File: src/rtl/axi_snoop_master_pkg.sv
// axi_snoop_master_pkg: shared states, CRRESP bit indices and register bundle for the snoop initiator.
// The timeout fields exist only when SNOOP_TIMEOUT_EN is defined.
package axi_snoop_master_pkg;

    typedef enum logic [2:0] {
        ST_IDLE    = 3'd0,
        ST_AC_REQ  = 3'd1,
        ST_CR_WAIT = 3'd2,
        ST_CD_WAIT = 3'd3,
        ST_RESP    = 3'd4
    } state_e;

    localparam int CR_DATA_TRANSFER = 0;
    localparam int CR_ERROR         = 1;
    localparam int CR_PASS_DIRTY    = 2;
    localparam int CR_IS_SHARED     = 3;
    localparam int CR_WAS_UNIQUE    = 4;

    localparam logic [2:0] AC_PROT = 3'b010;

    typedef struct packed {
        state_e       state;
        logic         req_ready;
        logic [3:0]   snoop;
        logic [4:0]   cr;
        logic [255:0] line;
        logic [1:0]   beat;
        logic         last_seen;
`ifdef SNOOP_TIMEOUT_EN
        logic         tmo;
        logic [15:0]  cnt;
`endif
    } axi_snoop_master_registers;

    localparam axi_snoop_master_registers axi_snoop_master_r_reset = '{state: ST_IDLE, default: '0};

endpackage

File: src/rtl/axi_snoop_master_if.sv
// axi_snoop_master_if: request, AC, CR, CD and response channels between the snoop initiator and its environment.
interface axi_snoop_master_if #(
    parameter int abits = 48
) ();
    logic             i_req_valid;
    logic             o_req_ready;
    logic [abits-1:0] i_req_addr;
    logic [3:0]       i_req_snoop;
    logic             o_ac_valid;
    logic             i_ac_ready;
    logic [abits-1:0] o_ac_addr;
    logic [3:0]       o_ac_snoop;
    logic [2:0]       o_ac_prot;
    logic             i_cr_valid;
    logic             o_cr_ready;
    logic [4:0]       i_cr_resp;
    logic             i_cd_valid;
    logic             o_cd_ready;
    logic [63:0]      i_cd_data;
    logic             i_cd_last;
    logic             o_resp_valid;
    logic             i_resp_ready;
    logic [4:0]       o_resp_cr;
    logic [255:0]     o_resp_data;
    logic             o_resp_timeout;

    modport master (
        input  i_req_valid, i_req_addr, i_req_snoop, i_ac_ready, i_cr_valid, i_cr_resp,
        input  i_cd_valid, i_cd_data, i_cd_last, i_resp_ready,
        output o_req_ready, o_ac_valid, o_ac_addr, o_ac_snoop, o_ac_prot, o_cr_ready,
        output o_cd_ready, o_resp_valid, o_resp_cr, o_resp_data, o_resp_timeout
    );

    modport slave (
        output i_req_valid, i_req_addr, i_req_snoop, i_ac_ready, i_cr_valid, i_cr_resp,
        output i_cd_valid, i_cd_data, i_cd_last, i_resp_ready,
        input  o_req_ready, o_ac_valid, o_ac_addr, o_ac_snoop, o_ac_prot, o_cr_ready,
        input  o_cd_ready, o_resp_valid, o_resp_cr, o_resp_data, o_resp_timeout
    );
endinterface

File: src/rtl/axi_snoop_master.sv
// axi_snoop_master: issues one ACE snoop on AC, collects CR and the 4-beat CD line, returns a single response.
// Optional watchdog on the CR/CD wait enabled by defining SNOOP_TIMEOUT_EN.
module axi_snoop_master
    import axi_snoop_master_pkg::*;
#(
    parameter int abits          = 48,
    parameter int timeout_cycles = 1024
) (
    input logic                 i_clk,
    input logic                 i_nrst,
    axi_snoop_master_if.master  bus
);

    axi_snoop_master_registers r_q, r_d;
    logic [abits-1:0] addr_q, addr_d;
    logic cd_hs, cr_hs;

    // Next-state: FSM transitions, request latching and CD beat assembly.
    always_comb begin
        r_d    = r_q;
        addr_d = addr_q;
        cd_hs  = bus.i_cd_valid && (r_q.state == ST_CR_WAIT || r_q.state == ST_CD_WAIT);
        cr_hs  = bus.i_cr_valid && r_q.state == ST_CR_WAIT;
        case (r_q.state)
            ST_IDLE: begin
                if (bus.i_req_valid && r_q.req_ready) begin
                    addr_d      = bus.i_req_addr & ~abits'(5'h1f);
                    r_d.snoop   = bus.i_req_snoop;
                    r_d.cr      = '0;
                    r_d.line    = '0;
                    r_d.beat    = '0;
                    r_d.last_seen = 1'b0;
`ifdef SNOOP_TIMEOUT_EN
                    r_d.tmo     = 1'b0;
`endif
                    r_d.state   = ST_AC_REQ;
                end
            end
            ST_AC_REQ: begin
                if (bus.i_ac_ready) begin
                    r_d.state = ST_CR_WAIT;
`ifdef SNOOP_TIMEOUT_EN
                    r_d.cnt   = '0;
`endif
                end
            end
            ST_CR_WAIT, ST_CD_WAIT: begin
                if (cd_hs) begin
                    r_d.line[{r_q.beat, 6'b0} +: 64] = bus.i_cd_data;
                    r_d.beat = r_q.beat + 2'd1;
                    if (bus.i_cd_last) r_d.last_seen = 1'b1;
                end
                if (cr_hs) begin
                    r_d.cr    = bus.i_cr_resp;
                    r_d.state = (!bus.i_cr_resp[CR_DATA_TRANSFER] || r_q.last_seen || (cd_hs && bus.i_cd_last))
                                ? ST_RESP : ST_CD_WAIT;
                end
                if (r_q.state == ST_CD_WAIT && cd_hs && bus.i_cd_last) r_d.state = ST_RESP;
`ifdef SNOOP_TIMEOUT_EN
                if (r_q.cnt == 16'(timeout_cycles - 1)) begin
                    r_d       = r_q;
                    r_d.state = ST_RESP;
                    r_d.tmo   = 1'b1;
                end else begin
                    r_d.cnt = r_q.cnt + 16'd1;
                end
`endif
            end
            ST_RESP: begin
                if (bus.i_resp_ready) r_d.state = ST_IDLE;
            end
            default: r_d.state = ST_IDLE;
        endcase
        r_d.req_ready = r_d.state == ST_IDLE;
    end

    // State register; reset returns to idle with request ready held low until the first clock.
    always_ff @(posedge i_clk or negedge i_nrst) begin
        if (!i_nrst) begin
            r_q    <= axi_snoop_master_r_reset;
            addr_q <= '0;
        end else begin
            r_q    <= r_d;
            addr_q <= addr_d;
        end
    end

    assign bus.o_req_ready  = r_q.req_ready;
    assign bus.o_ac_valid   = r_q.state == ST_AC_REQ;
    assign bus.o_ac_addr    = addr_q;
    assign bus.o_ac_snoop   = r_q.snoop;
    assign bus.o_ac_prot    = AC_PROT;
    assign bus.o_cr_ready   = r_q.state == ST_CR_WAIT;
    assign bus.o_cd_ready   = r_q.state == ST_CR_WAIT || r_q.state == ST_CD_WAIT;
    assign bus.o_resp_valid = r_q.state == ST_RESP;
    assign bus.o_resp_cr    = r_q.cr;
    assign bus.o_resp_data  = r_q.line;
`ifdef SNOOP_TIMEOUT_EN
    assign bus.o_resp_timeout = r_q.tmo;
`else
    assign bus.o_resp_timeout = 1'b0;
`endif

endmodule

File: src/flat_wrapper.sv
// flat-port wrapper written by rule: the top's interface ports become plain ports
module axi_snoop_master_flat import axi_snoop_master_pkg::*;
#(
    parameter int abits          = 48,
    parameter int timeout_cycles = 1024
)
  (i_clk, i_nrst, bus_i_req_valid, bus_i_req_addr, bus_i_req_snoop, bus_i_ac_ready, bus_i_cr_valid, bus_i_cr_resp, bus_i_cd_valid, bus_i_cd_data, bus_i_cd_last, bus_i_resp_ready, bus_o_req_ready, bus_o_ac_valid, bus_o_ac_addr, bus_o_ac_snoop, bus_o_ac_prot, bus_o_cr_ready, bus_o_cd_ready, bus_o_resp_valid, bus_o_resp_cr, bus_o_resp_data, bus_o_resp_timeout);
  axi_snoop_master_if #(.abits(abits)) bus_i ();
  input logic i_clk;
  input logic i_nrst;
  input wire logic [$bits(bus_i.i_req_valid)-1:0] bus_i_req_valid;
  input wire logic [$bits(bus_i.i_req_addr)-1:0] bus_i_req_addr;
  input wire logic [$bits(bus_i.i_req_snoop)-1:0] bus_i_req_snoop;
  input wire logic [$bits(bus_i.i_ac_ready)-1:0] bus_i_ac_ready;
  input wire logic [$bits(bus_i.i_cr_valid)-1:0] bus_i_cr_valid;
  input wire logic [$bits(bus_i.i_cr_resp)-1:0] bus_i_cr_resp;
  input wire logic [$bits(bus_i.i_cd_valid)-1:0] bus_i_cd_valid;
  input wire logic [$bits(bus_i.i_cd_data)-1:0] bus_i_cd_data;
  input wire logic [$bits(bus_i.i_cd_last)-1:0] bus_i_cd_last;
  input wire logic [$bits(bus_i.i_resp_ready)-1:0] bus_i_resp_ready;
  output wire logic [$bits(bus_i.o_req_ready)-1:0] bus_o_req_ready;
  output wire logic [$bits(bus_i.o_ac_valid)-1:0] bus_o_ac_valid;
  output wire logic [$bits(bus_i.o_ac_addr)-1:0] bus_o_ac_addr;
  output wire logic [$bits(bus_i.o_ac_snoop)-1:0] bus_o_ac_snoop;
  output wire logic [$bits(bus_i.o_ac_prot)-1:0] bus_o_ac_prot;
  output wire logic [$bits(bus_i.o_cr_ready)-1:0] bus_o_cr_ready;
  output wire logic [$bits(bus_i.o_cd_ready)-1:0] bus_o_cd_ready;
  output wire logic [$bits(bus_i.o_resp_valid)-1:0] bus_o_resp_valid;
  output wire logic [$bits(bus_i.o_resp_cr)-1:0] bus_o_resp_cr;
  output wire logic [$bits(bus_i.o_resp_data)-1:0] bus_o_resp_data;
  output wire logic [$bits(bus_i.o_resp_timeout)-1:0] bus_o_resp_timeout;
  assign bus_i.i_req_valid = bus_i_req_valid;
  assign bus_i.i_req_addr = bus_i_req_addr;
  assign bus_i.i_req_snoop = bus_i_req_snoop;
  assign bus_i.i_ac_ready = bus_i_ac_ready;
  assign bus_i.i_cr_valid = bus_i_cr_valid;
  assign bus_i.i_cr_resp = bus_i_cr_resp;
  assign bus_i.i_cd_valid = bus_i_cd_valid;
  assign bus_i.i_cd_data = bus_i_cd_data;
  assign bus_i.i_cd_last = bus_i_cd_last;
  assign bus_i.i_resp_ready = bus_i_resp_ready;
  assign bus_o_req_ready = bus_i.o_req_ready;
  assign bus_o_ac_valid = bus_i.o_ac_valid;
  assign bus_o_ac_addr = bus_i.o_ac_addr;
  assign bus_o_ac_snoop = bus_i.o_ac_snoop;
  assign bus_o_ac_prot = bus_i.o_ac_prot;
  assign bus_o_cr_ready = bus_i.o_cr_ready;
  assign bus_o_cd_ready = bus_i.o_cd_ready;
  assign bus_o_resp_valid = bus_i.o_resp_valid;
  assign bus_o_resp_cr = bus_i.o_resp_cr;
  assign bus_o_resp_data = bus_i.o_resp_data;
  assign bus_o_resp_timeout = bus_i.o_resp_timeout;
  axi_snoop_master #(.abits(abits), .timeout_cycles(timeout_cycles)) u_core (.i_clk(i_clk), .i_nrst(i_nrst), .bus(bus_i));
endmodule
File: config.mk
export PLATFORM = sky130hd
export DESIGN_NAME = axi_snoop_master_flat
export DESIGN_NICKNAME = d
export VERILOG_FILES = /design/src/rtl/axi_snoop_master_pkg.sv /design/src/rtl/axi_snoop_master_if.sv /design/src/rtl/axi_snoop_master.sv /design/src/flat_wrapper.sv
export SDC_FILE = /design/constraint.sdc
export NUM_CORES = 1
export LEC_CHECK = 0
export CORE_MARGIN = 2
export CORE_UTILIZATION = 47
export CTS_CLUSTER_DIAMETER = 40
export CTS_CLUSTER_SIZE = 10
export DETAILED_ROUTE_END_ITERATION = 10
export PLACE_DENSITY = 0.83
export RECOVER_POWER = 25
export SYNTH_ARGS = -nofsm -noshare
export SYNTH_HDL_FRONTEND = slang
export SYNTH_SLANG_ARGS = --single-unit
export TNS_END_PERCENT = 30
File: constraint.sdc
create_clock -name i_clk -period 2.7 [get_ports i_clk]
set_input_delay 0.54 -clock i_clk [delete_from_list [all_inputs] [get_ports i_clk]]
set_output_delay 0.54 -clock i_clk [all_outputs]
set_load 0.02 [all_outputs]
Word-level counts from Yosys, hierarchy flattened
Cells that the tools add are included.
W data, S select, Z words.

word-level totals
  register bits = 315
  input port bits = 129
  word-level logic and storage cells = 51

cells by class
  $add $sub $neg = 2
  equal/unequal tests = 8
  shifts and indexed selects = 2
  multiplexer cells = 13
  reduce and logical (&&, ||, !) cells = 18

operator list
  kind                         count
  $pmux W264 S2                1
  $mux W264                    1
  $mux W259                    1
  $bwmux W256                  1
  $shift A64 B10 Y256 const A  1
  $shiftx A64 B10 Y256         1
  $mux W3                      6
  $pmux W3 S4                  1
  $neg A8 Y10                  1
  $eq A3 B2 Y1 const B         2
  $logic_and A1 B1 Y1          6
  $logic_not A3 Y1             2
  $ne A2 B1 Y1 const B         3
  $reduce_and A3 Y1            2
  $mux W5                      1
  $reduce_and A4 Y1            1
  $eq A3 B1 Y1 const B         1
  $eq A3 B3 Y1 const B         1
  $logic_or A1 B1 Y1           3
  $add A2 B1 Y2 const B        1
  $ne A2 B2 Y1 const B         1
  $reduce_and A2 Y1            1
  $reduce_bool A2 Y1           1
  $reduce_or A2 Y1             1
  2 further kinds              2

Depth between registers and ports, before layout
Gate-level depths: netlist (run 1).

  depth after elaboration = 10
  gate-level depth with buffers = 7
  mapped depth without buffers = 5

Worst setup path after synthesis (run 1)
No wires, ideal clock.

  path type = reg2reg
  start point = reg u_core.r_q[1] (netlist name)
  end point = reg u_core.r_q (netlist bit u_core.bus.o_resp_data[192])
  library setup time = 0.135 ns
  arrival = 1.841 ns
  path slack = 0.724 ns
  stages on the path, launching flop included = 8
  path buffers = 2
  clock period less this slack = 1.976 ns
  cell sequence = dfrtp_1 > inv_1 > ha_1 > and4bb_2 > nand2_1 > buf_2 > buf_2 > o22ai_1

between the ends
  word-level cells in the longest chain between the ends = 5
  elaborated cells between the ends (all ways) = 6
  classes of those cells = add/sub (1); shift (2); mux (3)

ends and longest elaborated chain
  item                                                         line                    text
  from (decl)                                                  axi_snoop_master.sv:14  axi_snoop_master_registers r_q, r_d;
  from (signal assigned)                                       axi_snoop_master.sv:80  r_q <= axi_snoop_master_r_reset;
  from (signal assigned)                                       axi_snoop_master.sv:83  r_q <= r_d;
  $neg A8 Y10 (*)                                              axi_snoop_master.sv:49  r_d.line[{r_q.beat, 6'b0} +: 64] = bus.i_cd_data;
  $shiftx A64 B10 Y256 or $shift A64 B10 Y256 (tied branches)  axi_snoop_master.sv:49
  $bwmux W256 (*)                                              axi_snoop_master.sv:49
  $mux W259 (*)                                                axi_snoop_master.sv:48  if (cd_hs) begin
  $pmux W264 S2 (*)                                            axi_snoop_master.sv:24  case (r_q.state)

Every way passes the cells marked *; elsewhere a longest branch is shown, timed or not. The select of a mux whose other input is x is not followed.
A chain may end at the register's enable or synchronous reset.

Worst setup path after layout (run 1)
  start point = reg u_core.r_q[270] (netlist name)
  end point = out bus_o_cr_ready

between the ends
  word-level cells in the longest chain between the ends = 1

ends and longest elaborated chain
  item          line                    text
  $eq A3 B2 Y1  axi_snoop_master.sv:93  assign bus.o_cr_ready = r_q.state == ST_CR_WAIT;
  to (decl)     flat_wrapper.sv:26      output wire logic [$bits(bus_i.o_cr_ready)-1:0] bus_o_cr_ready;

Every way passes these cells.

==> impl_summary.log, run 1 <==
[metrics] Register Area: about 0.0079 mm²
[metrics] via density per instance: around 5.6
[metrics] final setup skew: about 14 ps
[metrics] fraction of final layout cells sized beyond drive strength 1: between 10% and 20%
[metrics] Crit path depth: 4
[metrics] worst hold endpoint: u_core.bus.o_resp_data[49]
[metrics] Tot GR Track Use: 25.2%
[metrics] Initial Utilization: a little under half
[metrics] Final Hold Viols: 0
[metrics] Final ANT Viol Nets: 0
[metrics] Max-cap violations: 1
[metrics] TritonCTS Sinks: 315
[metrics] violated checks: capacitance limit, slew limit
[metrics] Seq cells post-synth: ~320
[metrics] relative max-transition margin: -29.9%
[metrics] run status: finished with violations
[metrics] switching power: 5.88 mW
[metrics] H-tree level count: 2
[metrics] initial antenna violation count: 0
[metrics] Simple-Gate Fraction of Synth Area: under 10%
[metrics] sum of met2 wire segment lengths after detailed routing: ~20 mm
[metrics] sequential power share: 35.2%
[metrics] floorplan die area: between 0.03 and 0.04 mm²
[metrics] post-CTS setup repair buffer count: 0
[metrics] depth of the worst hold-timing path: 1
[metrics] combinational family with the most area after synthesis: buffers and inverters
[metrics] quantity of I/O buffers inserted on ports: approximately 440
[metrics] Boundary Pins: 451
[metrics] Synth Cell Area: ~0.014 mm²
[metrics] areal power density over the cells: just under 1000 mW/mm²
[metrics] proportion of synthesized area in mux cells: 3.87%
[metrics] gate family responsible for the most delay along the worst path: buffers and inverters
[metrics] routed metal-1 wire length: 15.0 mm
[metrics] fraction of power consumed by combinational cells: ~34%
[metrics] share of the cycle needed by the critical path after routing: between 90% and 100%
[metrics] setup slack after placement: -12.1 ps
[metrics] total met3 wirelength after detailed routing: ~3.6 mm
[metrics] Hold WC Path Type: reg2reg
[metrics] Vert. Die Dim: about 180 µm
[metrics] Routed wire per std cell: around 22 µm
[metrics] highest net fanout along the worst path: 9
[metrics] clock tree from TritonCTS: yes
[metrics] fillcell total: ~2100
[metrics] hold path startpoint: u_core.bus.o_resp_data[49]
[metrics] final sum of negative setup slack: 0 ps
[metrics] synth-to-layout area growth: 31.4%
[metrics] via count of the first global-routing pass: slightly above 10000
[metrics] post-route standard cell area excluding fillers: around 0.018 mm²
[metrics] clock tree root buffer cell: clkbuf_16
[metrics] worst endpoint required time: between 2000 and 2500 ps
[metrics] die boundary width: 176 µm
[metrics] pin count of the biggest net entering global routing: between 70 and 80
[metrics] highest-count cells in the layout ignoring fill and taps: clkdlybuf4s50_1 (433), dfrtp_1 (315), a22o_1 (193)
[metrics] Leak Pwr: approximately 8 nW
[metrics] number of DRC markers in iteration 0: a little under 700
[metrics] worst setup slack after layout: between 100 and 150 ps
[metrics] final non-filler cell total: 1775
[metrics] final number of max-transition violations: 70
[metrics] number of nets at the end of the flow: 1495
[metrics] Avg Inst Size Synth: ~12 µm²
[metrics] xor and xnor area share after synthesis: 0%
[metrics] worst path buffer plus inverter count: 2
[metrics] critical register-to-register path endpoint: u_core.bus.o_resp_data[58]
[metrics] worst voltage drop across the vdd grid: 0.865 mV
[metrics] Critical Path AT: between 2000 and 2500 ps
[metrics] RR Startpoint: u_core.r_q[2]
[metrics] multi-input gate area in the final layout: ~0.0037 mm²
[metrics] number of vias after detailed routing: between 9000 and 10000
[metrics] internal power consumption: 11.9 mW
[metrics] count of cell types in the netlist: 38
[metrics] slew of the pin with the lowest slew margin: roughly 1900 ps
[metrics] GRT Residual Overflow: 0
[metrics] total of endpoints with negative setup slack in the final report: 0
[metrics] commonest non-fill, non-tap cell in the layout: clkdlybuf4s50_1
[metrics] switching part of the total power: between 30% and 40%
[metrics] final RePlAce weighted congestion: about 0.84
[metrics] proportion of power drawn by the clock network: a little under a third
[metrics] number of instances in the synthesized netlist: 1172
[metrics] Remaining DRCs: 0
[metrics] unrepaired setup endpoints after global routing: false
[metrics] placed wire-length estimate after detailed placement: ~27 mm
[metrics] Adder-Cell Fraction of Synth Area: less than 1%
[metrics] Ant. Diodes: 0
[metrics] R2R depth: 6
[metrics] Num CTS Buffers: 44
[metrics] final critical delay including setup and external delays: 2590 ps
[metrics] Max stage delay on crit path: approximately 630 ps
[metrics] sequential element share of the synthesized area: approximately 57%
[metrics] share of the synthesized area in compound gates (AO/OA/AOI/OAI): between 15 and 20%
[metrics] Power Total: about 18 mW
[metrics] clock-pin slew on the worst setup and hold paths: approximately 50 ps
[metrics] critical-path cell with the highest stage delay: clkdlybuf4s50_1
[metrics] Highest Clock Rate: between 0.3 and 0.4 GHz
[metrics] Post-Route WL: approximately 40 mm
[metrics] yosys warns: 0
[metrics] First-pass DRT Iterations: 5
[metrics] wire length of the first global-routing pass: around 61 mm
[metrics] cell chain of the critical path: buf_4 -> nand2b_1 -> nor2_1 -> clkdlybuf4s50_1
[metrics] critical path start-end classification: reg2out
[metrics] clock latency reported for the late side of the worst-skew pair: approximately 530 ps
[metrics] setup slack, reg-to-reg: 360 ps
[metrics] placement row count: 63
[metrics] clock tree buffer depth: 3
[metrics] number of cells in the design after placement: between 1500 and 2000
[metrics] area of the core region: between 0.02 and 0.03 mm²
[metrics] top routing layer in use: met4
[metrics] instance area at placement: 0.0169 mm²
[metrics] Worst setup SP type: flip-flop
[metrics] endpoint type of the worst setup path: output port
## cells in the mapped netlist
cell,n,area [µm²]
nand4b_1,2,17.5
clkinv_1,1,3.75
nor4_4,2,42.5
nand2b_1,1,6.26
o21ai_0,11,55.1
buf_6,6,67.6
nor3_2,1,10.0
buf_2,26,130
nand4_1,6,37.5
a21oi_1,4,20.0
o22ai_1,61,382
nor2_1,7,26.3
a21boi_0,1,7.51
nor3b_1,1,7.51
a2bb2oi_2,1,15.0
nand2_1,142,533
o311ai_0,3,26.3
nand4bb_1,1,11.3
nor4bb_1,1,10.0
a22o_1,193,1690
inv_1,8,30.0
and4bb_2,2,25.0
and2_1,1,6.26
or4bb_1,1,11.3
nand3b_1,1,7.51
nand3b_2,1,11.3
a2bb2oi_1,1,8.76
conb_1,2,7.51
and4b_1,1,10.0
dfrtp_1,315,7880
o211ai_1,1,7.51
mux2i_1,1,10.0
mux2_2,47,529
buf_4,281,2110
ha_1,4,50.1
nor2b_1,1,6.26
buf_1,12,45.0
clkbuf_1,21,78.8
## layer usage
metal,vias up,track usage (%)
met2,571,41.8
met1,4957,31.2
li1,4221,-
met5,-,0
met3,109,6.52
met4,0,10.9
## sequential cells by signal, summed over array words and instances, names as in the netlist
register                count
u_core.bus.o_req_ready      1
u_core.bus.o_ac_snoop       4
u_core.bus.o_resp_cr        5
u_core.bus.o_resp_data    256
u_core.bus.o_ac_addr       43
u_core.r_q                  6
## per-stage QoR
stage	utilization, %	hold slack [ps]
after floorplan	-	244
after CTS	62.3	499
after detailed placement	57.6	481
after global routing	62.3	509
final	62.3	498
after global placement	57.6	482
## cells by family after synthesis
family | count (synthesis)
AOI/OAI and AO/OA | 276
adders and majority gates | 4
DFF | 315
other | 2
buffers and inverters | 355
muxes | 48
and+or+nand+nor | 172
## how the worst max path moves through the flow
stage / from / endpoint / slack [ps]
3_5_place_dp: bus_i_req_valid / u_core.bus.o_resp_data[19] / -10
5_1_grt: u_core.r_q[270] / bus_o_cr_ready / 30
3_3_place_gp: bus_i_req_valid / u_core.bus.o_resp_data[6] / 50
4_1_cts: u_core.r_q[270] / bus_o_resp_valid / 20
2_1_floorplan: u_core.r_q[1] / u_core.bus.o_resp_data[192] / 720
6_report: u_core.r_q[270] / bus_o_cr_ready / 110
## cell type report
class,instances,share of cell area [%]
clock inverters,14,0.956
inverters,9,0.184
multi-input cells,509,20.0
well taps,390,2.66
repair buffers,483,26.5
clock buffers,55,6.57
flip-flops and latches,315,43.0
## power groups by stage
stage | Sequential [mW] | Clock (mW) | Combinational, mW
2_1_floorplan | 6.58 | 0 | 3.38
3_3_place_gp | 6.26 | 0 | 5.92
3_5_place_dp | 6.29 | 0 | 6.05
4_1_cts | 6.25 | 5.56 | 6.09
5_1_grt | 6.35 | 5.78 | 6.35
6_report | 6.26 | 5.49 | 6.04
## what timing repair did
action	CTS	global route
gates resized for setup	0	2
setup endpoints to repair	0	2
endpoints found under the hold margin	4	0
hold buffers	1	0
No activity file was read; power rests on OpenSTA's default activity.
==> run 2: changes to the inputs <==
--- a/config.mk
+++ b/config.mk
@@ -10,7 +10,7 @@
 export CTS_CLUSTER_DIAMETER = 40
 export CTS_CLUSTER_SIZE = 10
 export DETAILED_ROUTE_END_ITERATION = 10
-export PLACE_DENSITY = 0.83
+export PLACE_DENSITY_LB_ADDON = 0.2
 export RECOVER_POWER = 25
 export SYNTH_ARGS = -nofsm -noshare
 export SYNTH_HDL_FRONTEND = slang
==> impl_summary.log, run 2 (synthesis gave the netlist of run 1 again) <==
[metrics] run status: finished with violations
[metrics] violated checks: capacitance limit, slew limit
[metrics] pin count of the biggest net entering global routing: 75 (+4.2%)
[metrics] Max-cap violations: 1 (unchanged)
[metrics] via density per instance: 5.34 (-3.8%)
[metrics] clock tree buffer depth: 3 (unchanged)
[metrics] floorplan die area: 0.0310 mm² (unchanged)
[metrics] Num CTS Buffers: 45 (+2.3%)
[metrics] number of vias after detailed routing: 9427 (-4.4%)
[metrics] areal power density over the cells: 978 mW/mm² (+0.70%)
[metrics] worst endpoint required time: 2160 ps (about the same)
[metrics] area of the core region: 0.0294 mm² (unchanged)
[metrics] Ant. Diodes: 0 (unchanged)
[metrics] number of nets at the end of the flow: 1481 (-0.94%)
[metrics] gate family responsible for the most delay along the worst path: buffers and inverters
[metrics] critical path start-end classification: reg2out
[metrics] cts-stage hold buffer count: 0 (-1)
[metrics] die boundary width: 176 µm (unchanged)
[metrics] total of endpoints with negative setup slack in the final report: 0 (unchanged)
[metrics] Final Hold Viols: 0 (unchanged)
[metrics] First-pass DRT Iterations: 6 (+1)
[metrics] Leak Pwr: 7.93 nW (-0.48%)
[metrics] cell chain of the critical path: nand2b_1 -> clkinv_1 -> clkdlybuf4s50_1
[metrics] final setup skew: 13.1 ps (-0.484 ps)
[metrics] H-tree level count: 2 (unchanged)
[metrics] GRT Residual Overflow: 0 (unchanged)
[metrics] Critical Path AT: 2040 ps (about the same)
[metrics] highest-count cells in the layout ignoring fill and taps: clkdlybuf4s50_1 (435), dfrtp_1 (312), a22o_1 (193)
[metrics] final number of max-transition violations: 71 (+1.4%)
[metrics] Vert. Die Dim: 176 µm (unchanged)
[metrics] via count of the first global-routing pass: 9681 (-6.0%)
[metrics] wire length of the first global-routing pass: 59.0 mm (-2.7%)
[metrics] Max stage delay on crit path: 680 ps (+50 ps)
[metrics] critical-path cell with the highest stage delay: clkdlybuf4s50_1
[metrics] fraction of final layout cells sized beyond drive strength 1: 11.9% (-0.12 points)
[metrics] TritonCTS Sinks: 315 (unchanged)
[metrics] quantity of I/O buffers inserted on ports: 436 (unchanged)
[metrics] placement row count: 63 (unchanged)
[metrics] endpoint type of the worst setup path: output port
[metrics] Remaining DRCs: 0 (unchanged)
[metrics] clock tree from TritonCTS: yes
[metrics] relative max-transition margin: -44.1% (-14 points)
[metrics] clock tree root buffer cell: clkbuf_16
[metrics] worst path buffer plus inverter count: 2 (unchanged)
[metrics] post-CTS setup repair buffer count: 0 (unchanged)
[metrics] Boundary Pins: 451 (unchanged)
[metrics] synth-to-layout area growth: 31.6% (about the same)
[metrics] highest net fanout along the worst path: 16 (+7)
[metrics] Tot GR Track Use: 24.8% (-0.42 points)
[metrics] final RePlAce weighted congestion: 0.791 (-5.6%)
[metrics] clock latency reported for the late side of the worst-skew pair: 530 ps (about the same)
[metrics] Hold WC Path Type: reg2reg
[metrics] Worst setup SP type: flip-flop
[metrics] commonest non-fill, non-tap cell in the layout: clkdlybuf4s50_1
[metrics] placed wire-length estimate after detailed placement: 26.2 mm (-2.5%)
[metrics] final sum of negative setup slack: 0 ps (unchanged)
[metrics] clock-pin slew on the worst setup and hold paths: 50 ps (about the same)
[metrics] utilization of the core after routing: 62.4% (about the same)
[metrics] Highest Clock Rate: 0.387 GHz (+0.41%)
[metrics] Final ANT Viol Nets: 0 (unchanged)
[metrics] Routed wire per std cell: 22.2 µm (-0.72%)
[metrics] Initial Utilization: 47.4% (unchanged)
[metrics] final critical delay including setup and external delays: 2580 ps (-10.5 ps)
[metrics] number of DRC markers in iteration 0: 560 (-17%)
[metrics] unrepaired setup endpoints after global routing: false
[metrics] share of the cycle needed by the critical path after routing: 95.7% (-0.39 points)
[metrics] worst voltage drop across the vdd grid: 0.736 mV (-15%)
[metrics] slew of the pin with the lowest slew margin: 2160 ps (+213 ps)
[metrics] initial antenna violation count: 0 (unchanged)
[metrics] Post-Route WL: 39.1 mm (-1.3%)
[metrics] number of flip-flops in the largest register: 256 (unchanged)
run 2: cell count changes in the layout (fill, tap and decap cells not counted), sizes merged:
cell,change
clkinvlp,-1
clkinv,+5
clkdlybuf4s50,+2
dlymetal6s2s,-2
buf,-14
dlygate4sd3,-1
inv,-1
bufinv,+1
run 2: final cells by class:
| type | count | area [µm²] |
|---|---|---|
| clock inverters | 18 | 210 |
| multi-input cells | 509 | 3670 |
| repair buffers | 468 | 4790 |
| flip-flops and latches | 315 | 7890 |
| well taps | 390 | 488 |
| clock buffers | 55 | 1250 |
| fillers | 2287 | 11100 |
| inverters | 9 | 33.8 |
run 2: path summary, 6_finish.rpt:
check	start	to	slack [ps]	cells after the start
worst max-delay path	u_core.r_q[271]	bus_o_cd_ready	120	3
worst min-delay path	u_core.bus.o_resp_data[59]	u_core.bus.o_resp_data[59]	490	1
worst max register to register	u_core.r_q[1]	u_core.bus.o_resp_data[197]	380	6
worst min register to register	u_core.bus.o_resp_data[59]	u_core.bus.o_resp_data[59]	490	1
max in group asynchronous	i_nrst	u_core.bus.o_resp_data[204]	440	2
min in group asynchronous	i_nrst	u_core.bus.o_resp_data[72]	620	1
run 2: where the power goes:
part	internal (mW)	switching, mW
Combinational	2.78	3.15
Sequential	5.67	0.610
Clock	3.64	2.08
run 2: metrics by stage:
step | area (µm²) | cells | hold WS, ps | power, mW | setup WS, ps
6_report | 18300 | 1764 | 495 | 17.9 | 116
5_1_grt | 18300 | 1764 | 509 | 18.6 | 18.4
4_1_cts | 18400 | 1764 | 43.7 | 18.1 | 0.333
3_5_place_dp | 16900 | 1691 | 480 | 12.3 | 361
3_3_place_gp | 16900 | 1691 | 482 | 12.2 | 351
2_1_floorplan | 14000 | 1179 | 244 | 9.96 | 724
run 2: layer usage:
layer / vias up / global-route usage, % / wire length [µm]
li1: 4193 / - / -
met1: 4756 / 30.3 / 15100
met2: 404 / 41.9 / 19400
met3: 74 / 7.19 / 3330
met4: 0 / 8.61 / 1220
met5: - / 0 / 0
run 2: worst reg2reg max path, stage by stage, from the launching register on:
cell and delay (ps):
dfrtp_1 560, inv_1 200, ha_1 440, and4bb_2 330, nand2_2 100, buf_4 380
o22ai_1 170
run 2: timing repair:
item	in CTS	in global routing
pin swaps	0	0
endpoints found under the setup margin	3	3
gates resized for setup	1	2
cloned	0	0
